### config.mk
export PLATFORM = sky130hd
export DESIGN_NAME = mem_access_ctrl
export DESIGN_NICKNAME = d
export VERILOG_FILES = /design/src/rtl/mem_pkg.sv /design/src/rtl/subword_align.sv /design/src/rtl/mem_access_ctrl.sv
export SDC_FILE = /design/constraint.sdc
export NUM_CORES = 1
export LEC_CHECK = 0
export BUFFER_PORTS_ARGS = -buffer_cell sky130_fd_sc_hd__buf_2
export CAP_MARGIN = 20
export CORE_MARGIN = 8
export CORE_UTILIZATION = 49
export DETAILED_ROUTE_END_ITERATION = 8
export PLACE_DENSITY_LB_ADDON = 0.3
export SYNTH_ARGS = -nofsm -noshare
export SYNTH_HDL_FRONTEND = slang
export SYNTH_SLANG_ARGS = --single-unit
### constraint.sdc
create_clock -name clk -period 2.8 [get_ports clk]
set_clock_uncertainty 0.05 [all_clocks]
set_input_delay 0.14 -clock clk [delete_from_list [all_inputs] [get_ports clk]]
set_output_delay 0.14 -clock clk [all_outputs]
set_load 0.005 [all_outputs]
### src/rtl/mem_pkg.sv
// Shared definitions for the memory access controller: access codes, FSM states,
// default timeout and the legality/alignment check applied at acceptance.
package mem_pkg;

    localparam logic [3:0] BE_WORD    = 4'b0000;
    localparam logic [3:0] BE_BYTE    = 4'b0001;
    localparam logic [3:0] BE_HALF    = 4'b0010;
    localparam logic [3:0] BE_HALF_ST = 4'b0011;
    localparam logic [3:0] BE_SBYTE   = 4'b0100;
    localparam logic [3:0] BE_SHALF   = 4'b1000;

    localparam int TIMEOUT_DEFAULT = 15;

    typedef enum logic [2:0] {
        IDLE   = 3'd0,
        RD     = 3'd1,
        RMW_RD = 3'd2,
        WR     = 3'd3,
        DONE   = 3'd4,
        ERR    = 3'd5
    } state_t;

    // True when {memw,be} is a legal code and the address suits its access width.
    function automatic logic access_ok(input logic memw, input logic [3:0] be,
                                       input logic [1:0] lo);
        logic ok;
        case ({memw, be})
            {1'b0, BE_WORD}, {1'b1, BE_WORD}:                    ok = (lo == 2'b00);
            {1'b0, BE_BYTE}, {1'b1, BE_BYTE}, {1'b0, BE_SBYTE}:  ok = 1'b1;
            {1'b0, BE_HALF}, {1'b1, BE_HALF_ST}, {1'b0, BE_SHALF}: ok = !lo[0];
            default:                                             ok = 1'b0;
        endcase
        return ok;
    endfunction

endpackage

### src/rtl/subword_align.sv
// Little-endian lane handling: extracts/extends a load lane and merges a
// sub-word store into the word read back from memory.
module subword_align
    import mem_pkg::*;
(
    input  logic        memw,
    input  logic [3:0]  be,
    input  logic [1:0]  lane,
    input  logic [31:0] word,
    input  logic [31:0] store,
    output logic [31:0] load_data,
    output logic [31:0] merge_data
);

    logic        is_byte;
    logic        is_half;
    logic        is_signed;
    logic [7:0]  byte_lane;
    logic [15:0] half_lane;

    always_comb begin
        is_byte   = (be == BE_BYTE) || (!memw && be == BE_SBYTE);
        is_half   = memw ? (be == BE_HALF_ST) : (be == BE_HALF || be == BE_SHALF);
        is_signed = !memw && (be == BE_SBYTE || be == BE_SHALF);
        byte_lane = word[{lane, 3'b000} +: 8];
        half_lane = word[{lane[1], 4'b0000} +: 16];

        load_data = word;
        if (is_byte)
            load_data = {{24{is_signed & byte_lane[7]}}, byte_lane};
        else if (is_half)
            load_data = {{16{is_signed & half_lane[15]}}, half_lane};

        // Full-word stores pass straight through; sub-word stores overlay one lane.
        merge_data = store;
        if (is_byte) begin
            merge_data = word;
            merge_data[{lane, 3'b000} +: 8] = store[7:0];
        end else if (is_half) begin
            merge_data = word;
            merge_data[{lane[1], 4'b0000} +: 16] = store[15:0];
        end
    end

endmodule

### src/rtl/mem_access_ctrl.sv
// Processor-side load/store controller: decodes the access, runs the memory
// handshake (with read-modify-write for sub-word stores) and times out stalls.
module mem_access_ctrl
    import mem_pkg::*;
#(
    parameter int TIMEOUT = TIMEOUT_DEFAULT
) (
    input  logic        clk,
    input  logic        reset,
    input  logic        start,
    input  logic        MemW,
    input  logic [3:0]  be,
    input  logic [31:0] addr,
    input  logic [31:0] wdata,
    output logic        busy,
    output logic        done,
    output logic        fault,
    output logic [31:0] rdata,
    output logic        mem_req,
    output logic        mem_we,
    output logic [31:0] mem_addr,
    output logic [31:0] mem_wdata,
    input  logic [31:0] mem_rdata,
    input  logic        mem_ack
);

    localparam int CW = (TIMEOUT < 2) ? 1 : $clog2(TIMEOUT);
    localparam logic [CW-1:0] CNT_LAST = CW'(TIMEOUT - 1);

    state_t        state;
    logic [CW-1:0] cnt;
    logic [31:0]   addr_reg;
    logic [31:0]   wdata_reg;
    logic          memw_reg;
    logic [3:0]    be_reg;
    logic [31:0]   load_data;
    logic [31:0]   merge_data;

    subword_align u_align (
        .memw       (memw_reg),
        .be         (be_reg),
        .lane       (addr_reg[1:0]),
        .word       (mem_rdata),
        .store      (wdata_reg),
        .load_data  (load_data),
        .merge_data (merge_data)
    );

    assign mem_addr = {addr_reg[31:2], 2'b00};
    assign busy     = (state != IDLE) || (start && reset);

    always_ff @(posedge clk) begin
        if (!reset) begin
            state     <= IDLE;
            cnt       <= '0;
            addr_reg  <= '0;
            wdata_reg <= '0;
            memw_reg  <= 1'b0;
            be_reg    <= '0;
            mem_req   <= 1'b0;
            mem_we    <= 1'b0;
            done      <= 1'b0;
            fault     <= 1'b0;
            rdata     <= '0;
            mem_wdata <= '0;
        end else begin
            done  <= 1'b0;
            fault <= 1'b0;
            case (state)
                IDLE: begin
                    cnt <= '0;
                    if (start) begin
                        addr_reg  <= addr;
                        wdata_reg <= wdata;
                        memw_reg  <= MemW;
                        be_reg    <= be;
                        if (!access_ok(MemW, be, addr[1:0])) begin
                            state <= ERR;
                            fault <= 1'b1;
                        end else if (!MemW) begin
                            state   <= RD;
                            mem_req <= 1'b1;
                        end else if (be == BE_WORD) begin
                            state     <= WR;
                            mem_req   <= 1'b1;
                            mem_we    <= 1'b1;
                            mem_wdata <= wdata;
                        end else begin
                            state   <= RMW_RD;
                            mem_req <= 1'b1;
                        end
                    end
                end
                RD, RMW_RD, WR: begin
                    // Ack is checked first so it wins over a coincident timeout.
                    if (mem_ack) begin
                        cnt <= '0;
                        if (state == RMW_RD) begin
                            state     <= WR;
                            mem_we    <= 1'b1;
                            mem_wdata <= merge_data;
                        end else begin
                            state   <= DONE;
                            done    <= 1'b1;
                            mem_req <= 1'b0;
                            mem_we  <= 1'b0;
                            if (state == RD)
                                rdata <= load_data;
                        end
                    end else if (cnt == CNT_LAST) begin
                        cnt     <= '0;
                        state   <= ERR;
                        fault   <= 1'b1;
                        mem_req <= 1'b0;
                        mem_we  <= 1'b0;
                    end else begin
                        cnt <= cnt + 1'b1;
                    end
                end
                default: begin
                    state <= IDLE;
                    cnt   <= '0;
                end
            endcase
        end
    end

endmodule

==> impl_metrics.env <==
export IMPL_multi_input_gate_area_in_the_final_layout_um2=4509
export IMPL_share_seq_of_total_power=0.399
export IMPL_fillCellCount=1468
export IMPL_floorplan_initialDensity=0.4924
export IMPL_max_freq_mhz=397.9
export IMPL_viasPerCell=5.819
export IMPL_detailedRoute_firstPassIterationCount=5
export IMPL_synth_flop_cell="sky130_fd_sc_hd__dfxtp_1"
export IMPL_hold_viol=0
export IMPL_ys_seq_elements=144
export IMPL_insertion_delay_ps=430
export IMPL_grt_start_max_net_pins=111
export IMPL_syn_to_final_growth_pct=26.59
export IMPL_synthAdderAreaFrac=0.01088
export IMPL_synth_largest_area_cell="sky130_fd_sc_hd__dfxtp_1"
export IMPL_worst_setup_path_type="flip-flop to flip-flop"
export IMPL_syn_avg_cell_area_um2=8.492
export IMPL_route_antenna_remaining_nets=0
export IMPL_synth_area_top_cells="sky130_fd_sc_hd__dfxtp_1 36%, sky130_fd_sc_hd__nand2_1 10%, sky130_fd_sc_hd__a21boi_0 6.5%"
export IMPL_cts_buffers_inserted=17
export IMPL_die_height_um=144.2
export IMPL_core_footprint_um2=16350
export IMPL_total_leakage_power_nw=4.371
export IMPL_post_synth_instance_area_um2=8050
export IMPL_final_layout_size_suffix_gt1_frac=0.2807
export IMPL_detailed_place_hpwl_um=18990
export IMPL_count_of_pins_on_the_block_boundary=206
export IMPL_final_min_period_over_clock_period=0.8976
export IMPL_detail_route_wirelength_um=27800
export IMPL_crit_reg2reg_launch="be_reg[0]"
export IMPL_totalPowerFinal_mw=5.840
export IMPL_clock_power_share=0.372
export IMPL_post_synthesis_instance_total=948
export IMPL_gr_util_all_layers=0.2677
export IMPL_timing_final_setup_violations=0
export IMPL_switching_share=0.3128
export IMPL_drc_errors=0
export IMPL_fp_dieW_um=144.2
export IMPL_cts_path_max_buffers=2
export IMPL_maxCapViolations=0
export IMPL_cts_max_level=4
export IMPL_tns_ps=0
export IMPL_gp_routability_congestion=0.8755
export IMPL_synth_edf_count=0
export IMPL_p_per_cell_area_nw_per_um2=573.0
export IMPL_final_max_slew_viol_count=0
export IMPL_synth_compound_area_frac=0.3004
export IMPL_rsz0062_at_grt="no"
export IMPL_num_vias=8065
export IMPL_post_synth_and_or_nand_nor_area_fraction=0.1618
export IMPL_clock_root_buffer="sky130_fd_sc_hd__clkbuf_16"
export IMPL_grt_pass1_wl_um=43290
export IMPL_synth_top_family_by_area="compound AO/OA/AOI/OAI gates"
export IMPL_cts_resized=0
export IMPL_timing_hold_ws_ps=36.70
export IMPL_p_int_mw=4.013
export IMPL_regArea_um2=2883
export IMPL_antenna_found_initial=1
export IMPL_worst_hold_class="primary input to flip-flop"
export IMPL_globalRouteOverflowTotal=0
export IMPL_post_synth_cell_types=64
export IMPL_tritoncts_clock_tree="yes"
export IMPL_combPwrFrac=0.230
export IMPL_finalCriticalPeriod_ps=2513
export IMPL_grt_pass1_vias=7998
export IMPL_synth_yosys_warnings=0
export IMPL_crit_start="be_reg[0]"
export IMPL_port_buffer_count=203
export IMPL_final_net_count=1264
export IMPL_fp_row_count=47
export IMPL_peakVddDrop_v=0.0004554
export IMPL_cts_clk_slew_worst_paths_ps=60
export IMPL_path_max_fanout=17
export IMPL_max_slew_margin=0.3118
export IMPL_switchingPower_mw=1.826
export IMPL_first_iter_violations=758
export IMPL_startpoint_type="flip-flop"
export IMPL_cp_end_kind="flip-flop"
export IMPL_critical_path_required_ps=3120
export IMPL_min_delay_start="MemW"
export IMPL_die_area_um2=20790
export IMPL_outcome="finished clean"
export IMPL_cts_sink_count=144
export IMPL_sequential_fraction_of_the_synthesis_area=0.3581
export IMPL_drt_wirelength_per_cell_um=20.05
export IMPL_post_synth_top_count_cell="sky130_fd_sc_hd__nand2_1"
export IMPL_yosys_mux_area_fraction=0.07911
export IMPL_worst_slew_pin_transition_ps=1028
export IMPL_synth_xor_area_frac=0.004352
export IMPL_cp_data_arrival_time_ps=2830
export IMPL_yosys_area_top_type_share=0.3581
export IMPL_async_reset_ff_frac=0
export IMPL_yosys_top_cells_count="219 x sky130_fd_sc_hd__nand2_1, 144 x sky130_fd_sc_hd__dfxtp_1, 70 x sky130_fd_sc_hd__a21boi_0"
timing repair:
action	CTS	global route
buffers inserted	0	0
hold endpoints to repair	69	0
hold buffers	68	0
worst max-delay path: stages, from the launching register on:
cell and delay, ps:
sky130_fd_sc_hd__dfxtp_1 420, sky130_fd_sc_hd__xor2_1 370, sky130_fd_sc_hd__o22a_1 820, sky130_fd_sc_hd__buf_4 360
sky130_fd_sc_hd__nand2_1 90, sky130_fd_sc_hd__a21oi_1 160, sky130_fd_sc_hd__o221a_1 190
area by class of cell:
cell class,instances,share of cell area
multi-input combinational,679,0.4425
sequential,144,0.2829
timing repair buffer,296,0.1876
clock buffer,19,0.04346
tap,220,0.02701
clock inverter,13,0.01117
inverter,14,0.005157
antenna,1,0.0002455
metrics by stage:
stage               instances    util  worst slack [ps]  cell area (µm²)
global placement         1285  0.5475             374.0             8951
finish                   1386  0.6234             286.6            10190
floorplan                 949       -             33.10             8054
CTS                      1385  0.6232             286.2            10190
global route             1386  0.6234             84.55            10190
detailed placement       1285  0.5475             313.0             8951
cells in the final DEF (no fill, tap or decap), types with 8 or more instances in the layout:
cell and n:
sky130_fd_sc_hd__mux2_2 26, sky130_fd_sc_hd__a22o_1 9, sky130_fd_sc_hd__buf_4 24, sky130_fd_sc_hd__o221a_1 18, sky130_fd_sc_hd__o41ai_1 16, sky130_fd_sc_hd__inv_1 14
sky130_fd_sc_hd__a31oi_1 32, sky130_fd_sc_hd__a22oi_1 16, sky130_fd_sc_hd__nor2_1 32, sky130_fd_sc_hd__o32ai_1 8, sky130_fd_sc_hd__dlygate4sd3_1 68, sky130_fd_sc_hd__a21oi_1 44
sky130_fd_sc_hd__a211oi_1 9, sky130_fd_sc_hd__dfxtp_1 144, sky130_fd_sc_hd__a2bb2oi_2 15, sky130_fd_sc_hd__buf_2 202, sky130_fd_sc_hd__mux2_1 13, sky130_fd_sc_hd__a21boi_0 70
sky130_fd_sc_hd__o21ai_0 36, sky130_fd_sc_hd__nor2b_1 16, sky130_fd_sc_hd__nand2_1 218, sky130_fd_sc_hd__clkbuf_16 17, sky130_fd_sc_hd__o31ai_1 16
layer usage:
metal	vias to the layer above	track usage	wire [µm]
met2	436	0.4263	12700
li1	3797	-	-
met4	0	0.1271	1217
met1	3754	0.3239	10960
met3	78	0.08254	2918
met5	-	0	0
cells by family after synthesis:
group | Yosys count
compound gates | 312
xor+xnor | 4
fa+ha+maj | 7
buf+inv | 126
flops | 144
mux | 50
other cells | 1
simple gates | 304
final timing paths:
| kind | end | slack [ps] | cells past startpoint |
|---|---|---|---|
| worst max register to register | rdata[25] | 290 | 6 |
| worst min-delay path | memw_reg | 40 | 3 |
| worst min register to register | addr_reg[17] | 410 | 2 |
| worst max-delay path | rdata[25] | 290 | 6 |
power groups by stage:
stage | Combinational [mW] | Sequential, mW | Clock [mW]
after floorplan | 0.862 | 2.33 | 0
after global placement | 1.23 | 2.36 | 0
after detailed placement | 1.25 | 2.37 | 0
after CTS | 1.33 | 2.32 | 2.19
after global routing | 1.46 | 2.35 | 2.29
final | 1.34 | 2.33 | 2.17
Note: power is estimated with default switching activity, not from simulation.
